File: src/rtl/reg_file_operand_stage.sv
// ============================================================================
// reg_file_operand_stage : LC-3 register file, ALU operand select, NZP and BEN
// Revision: 1.0
// ============================================================================
`default_nettype none

module reg_file_operand_stage #(
  parameter int WIDTH = 16,
  parameter int NREGS = 8
) (
  input  logic             Clk,
  input  logic             Reset,
  input  logic [15:0]      IR,
  input  logic [WIDTH-1:0] Bus,
  input  logic             LD_REG,
  input  logic             LD_CC,
  input  logic             LD_BEN,
  input  logic             DRMUX,
  input  logic             SR1MUX,
  input  logic             SR2MUX,
  output logic [WIDTH-1:0] A,
  output logic [WIDTH-1:0] B,
  output logic [WIDTH-1:0] SR1_Out,
  output logic [2:0]       NZP,
  output logic             BEN
);

  logic [WIDTH-1:0] regs [NREGS];
  logic [2:0]       dr;
  logic [2:0]       sr1;
  logic [2:0]       sr2;
  logic [NREGS-1:0] write_en;
  logic [2:0]       cc_next;
  logic [WIDTH-1:0] imm5_sext;
  logic             ben_next;
  logic [2:0]       nzp_q;
  logic             ben_q;

  assign dr        = DRMUX  ? 3'b111 : IR[11:9];
  assign sr1       = SR1MUX ? IR[8:6] : IR[11:9];
  assign sr2       = IR[2:0];
  assign imm5_sext = {{(WIDTH-5){IR[4]}}, IR[4:0]};

  // One-hot write decode: exactly one register captures Bus per LD_REG edge.
  always_comb begin
    write_en = '0;
    if (LD_REG) begin
      write_en[dr] = 1'b1;
    end
  end

  generate
    for (genvar i = 0; i < NREGS; i++) begin : g_regs
      always_ff @(posedge Clk) begin
        if (!Reset) begin
          regs[i] <= '0;
        end else if (write_en[i]) begin
          regs[i] <= Bus;
        end
      end
    end
  endgenerate

  always_comb begin
    cc_next = 3'b001;
    if (Bus[WIDTH-1]) begin
      cc_next = 3'b100;
    end else if (Bus == '0) begin
      cc_next = 3'b010;
    end
  end

  // BEN deliberately uses the pre-edge NZP, even when LD_CC fires on the same edge.
  assign ben_next = (IR[11] & nzp_q[2]) | (IR[10] & nzp_q[1]) | (IR[9] & nzp_q[0]);

  always_ff @(posedge Clk) begin
    if (!Reset) begin
      nzp_q <= 3'b010;
      ben_q <= 1'b0;
    end else begin
      if (LD_CC) begin
        nzp_q <= cc_next;
      end
      if (LD_BEN) begin
        ben_q <= ben_next;
      end
    end
  end

  assign A       = regs[sr1];
  assign SR1_Out = regs[sr1];
  assign B       = SR2MUX ? imm5_sext : regs[sr2];
  assign NZP     = nzp_q;
  assign BEN     = ben_q;

endmodule

`default_nettype wire

File: config.mk
export PLATFORM = sky130hd
export DESIGN_NAME = reg_file_operand_stage
export DESIGN_NICKNAME = d
export VERILOG_FILES = /design/src/rtl/reg_file_operand_stage.sv
export SDC_FILE = /design/constraint.sdc
export NUM_CORES = 1
export LEC_CHECK = 0
export CORE_UTILIZATION = 27
export DETAILED_ROUTE_END_ITERATION = 10
export PLACE_DENSITY = 0.53
export SETUP_SLACK_MARGIN = 0.3
export SLEW_MARGIN = 0
export SYNTH_ARGS = -nofsm -noshare
export SYNTH_HDL_FRONTEND = slang
export SYNTH_SLANG_ARGS = --single-unit
File: constraint.sdc
create_clock -name Clk -period 2.22 [get_ports Clk]
set_input_delay 0.222 -clock Clk [delete_from_list [all_inputs] [get_ports Clk]]
set_output_delay 0.222 -clock Clk [all_outputs]
set_load 0.005 [all_outputs]
; After elaboration in Yosys (flattened, before gate mapping)
; Memories as Yosys holds them, arrays and structs flattened.
; Index checks and enable logic that the tools add are counted.
[op_classes]
n_lt_le_gt_ge = 2
n_mux = 41
bitwise = 13
reduce_logical = 2
[op_table]
columns = cell, n
row1 = $mux W16, 9
row2 = $mux W1, 26
row3 = $logic_not A16 Y1, 1
row4 = $or A1 B1 Y1, 10
row5 = $mux W3, 3
row6 = $mux W8, 1
row7 = $lt A3 B4 Y1 const B, 1
row8 = $and A1 B1 Y1, 3
row9 = $demux W1 S3, 1
row10 = $ge A3 B1 Y1 const B, 1
row11 = $mux W2, 1
row12 = $logic_and A1 B1 Y1, 1
[word_totals]
regBits = 4
ram_bits = 128
word_cells = 61
n_memories = 1
[mem_list]
columns = name, depth, word_bits, rd, rd_ports_with_merged_regs, write_ports, line_no
row1 = regs, 8, 16, 2, 0, 8, 28  ; logic [WIDTH-1:0] regs [NREGS];

; Depth between registers and ports, before layout
[depth]
word_depth = 10
ltp_mapped = 7
depth_no_buf = 4

; Worst setup path after synthesis
; No wires, ideal clock.
[synth_path]
kind = in2reg
from = input IR[11]
to = memory regs[0][0] (enable)
arrival_time_ns = 1.908
required_ns = 1.806
slack_ns = -0.102
path_stages = 2
path_buffers = 0
cell_sequence = or3b_4 > o31ai_1
[synth_lines]
columns = item, line_no
row1 = "start, declared", 13  ; input logic [15:0] IR,
row2 = "end, declared", 28

; Final worst setup path
[layout_path]
from = input SR1MUX
to = output A[8]
[layout_via]
elab_chain_len = 2
[layout_rtl]
columns = item, line_no
row1 = "start, declared", 19  ; input logic SR1MUX,
row2 = $mux W3, 40  ; assign sr1 = SR1MUX ? IR[8:6] : IR[11:9];
row3 = $mem_v2 Z8 W16, --
row4 = "end, declared", 21  ; output logic [WIDTH-1:0] A,
; Every way passes these cells.

==> metrics.txt <==
area grow syn2layout 36.9%; fin crit share 0.893; clk slew on worst S/H paths 60 ps; Clock Path Buffers 2; WL/cell 22.0 um; 1st-iter DRT viols 376; asr flop ratio synth 0; Initial Util 0.278; simple-gate portion of the synthesized area 0.174; Leakage Power 3.72 nW; Mapped Area 7300 um2; nets@finish 707; Synth area leader edfxtp_1; placed instance count 945; Pwr Total 0.00707 W; Hold Path Stages 2; syn_nets 557; htree depth 4; post-synth top area share 0.527; MaxCap Viol Count 0; Die Span Y 166 um; worst-margin pin slew 610 ps; final setup fails 0; post-synthesis compound-gate area fraction 0.0310; via count 5050; CTS Buf Count 17; RePlAce Congestion 0.793; vias in the first global route 5416; via/cell ratio 4.97; TritonCTS clock tree done; reg2reg start NZP[0]; share of post-route cells with drive strength above 1 0.431; worst hold path type input port to flop; Post-synth EDFFs 128; reg2reg path depth 2; Final ANT Viol Nets 0; GRT Util Overall 0.166; largest family of logic cells by synthesized area multiplexers; Avg Cell Area, Syn 14.1 um2; worst r2r dst BEN; cts hold-fix bufs 0; register area share after synthesis 0.538; Adder-Cell Fraction of Synth Area 0; mux cell area share after synthesis 0.214; Clock Sinks 132; DP Area 9070 um2; Post-Synth XOR/XNOR Area 0; die width 166 um; Area contributors post-synth edfxtp_1 (53%), mux4_2 (14%), and2_1 (11%); max-slew violation count 0; Data arrival, critical path 1760 ps; Final Critical Period 1980 ps; number of synthesized register bits 132; reg-to-reg setup timing slack 1300 ps; status finished, violations left; HPWL Detailed 14100 um; synth unique cells 40; VDD IR max 447 uV; Routed WL 22400 um; failing checks design-rule violations; Port Buf Inserts 86; GRT overflow 0; num ports 92; startpoint types input port; maximum operating frequency 504 MHz; row cnt 59; Worst slew margin 0.592; initial antenna violation count 1; non-filler cells, final 1016; Clock Latency Late Sink 410 ps; Hold Startpoint LD_BEN; TritonRoute pass-1 iters 8; Setup crit end kind output pin; Final Cell Area 9990 um2; RSZ-0062 raised after global routing true; Power Density 708 nW/um2; most common flop cell mapped by yosys edfxtp_1; area of the die 27700 um2; worst path required time 2000 ps; Ys Warns 0; Worst setup startpoint SR1MUX; Gate Count Post-Synth 517; Fin. Hold Viols 0; Residual DRC 16; Layout Skew 0.148 ps; crit path max fanout 7; Worst Hold End BEN; first-pass GRT wire length 33600 um; Setup CP Type input port to output pin; CORE AREA 26300 um2; root buffer cell clkbuf_16; largest net degree at the start of global routing 17
[registers in the layout, indices dropped and copies added, names as in the netlist]
| name | count |
|---|---|
| regs | 128 |
| NZP | 3 |
| BEN | 1 |
[cells in the mapped netlist (2+ instances only)]
library cell / n
and2_1: 128
edfxtp_1: 128
nand2_1: 54
mux4_2: 44
mux4_1: 19
nor2_1: 19
buf_4: 16
clkbuf_1: 14
o21ai_0: 14
buf_2: 12
o22ai_1: 12
buf_6: 5
nand2b_1: 5
dfxtp_1: 4
mux2i_1: 4
nor4_1: 4
clkbuf_2: 3
nor2_4: 3
or2_2: 3
a211oi_1: 2
a21oi_1: 2
inv_1: 2
nand3b_1: 2
o31ai_1: 2
[per-stage QoR]
stage / setup TNS [ps] / hold WS [ps] / setup slack [ps] / utilization
after floorplan: -1670 / 316 / -27.3 / -
after global placement: -21840 / 482 / -582 / 0.345
after detailed placement: -22760 / 489 / -614 / 0.345
after CTS: 0 / 382 / 245 / 0.377
after global routing: 0 / 396 / 189 / 0.380
final: 0 / 399 / 237 / 0.380
[layout make-up]
| cell class | instances | area (um2) |
|---|---|---|
| fillers | 2512 | 16300 |
| flip-flops and latches | 132 | 3920 |
| multi-input cells | 332 | 3190 |
| repair buffers | 181 | 1860 |
| clock buffers | 17 | 425 |
| well taps | 335 | 419 |
| clock inverters | 15 | 163 |
| inverters | 3 | 11.3 |
| diodes | 1 | 2.50 |
[worst max-delay path, stage by stage]
cell and delay, ps:
buf_8 80, mux2i_4 230, buf_12 170, buf_6 120, buf_16 130, mux4_2 500, nand2_1 90, nand2_2 80
buf_2 130
[routing by layer]
layer  wire, um  vias up  track usage
li1           -     2229            -
met1       8860     2618        0.198
met2      11800      186        0.296
met3       1360       17       0.0375
met4        298        0       0.0507
met5          0        -            0
[report_power, final]
| part | internal (W) | total, W | switching [W] |
|---|---|---|---|
| clock network | 0.00175 | 0.00280 | 0.00105 |
| registers | 0.00290 | 0.00298 | 0.0000873 |
| logic | 0.000710 | 0.00129 | 0.000585 |
[cells in the final DEF (no fill, tap or decap), types with 9 or more instances in the layout]
cell type	instances
and2_1	128
edfxtp_1	128
mux4_2	61
buf_4	49
buf_2	43
nand2_1	32
clkdlybuf4s50_1	29
buf_12	29
nand2_2	21
clkbuf_16	17
nor2_1	16
buf_6	16
o21ai_1	10
o22ai_2	9
[worst max-delay path by stage]
stage,cells after the start,end
floorplan,2,regs[1][0]
global placement,7,SR1_Out[6]
detailed placement,7,A[6]
CTS,9,A[8]
global route,9,A[7]
finish,9,A[8]
[repair_timing]
action,4_1_cts,5_1_grt
gates cloned,3,0
endpoints found under the hold margin,0,0
gates resized for setup,276,25
setup buffers,34,1
setup endpoints to repair,48,46
pin swaps,37,20
[logic make-up after synthesis]
family | count (synthesis)
AND/OR/NAND/NOR | 226
buffers and inverters | 53
multiplexers | 69
AO/OA/AOI/OAI | 37
flip-flops | 132
Note: power is estimated with default switching activity, not from simulation.
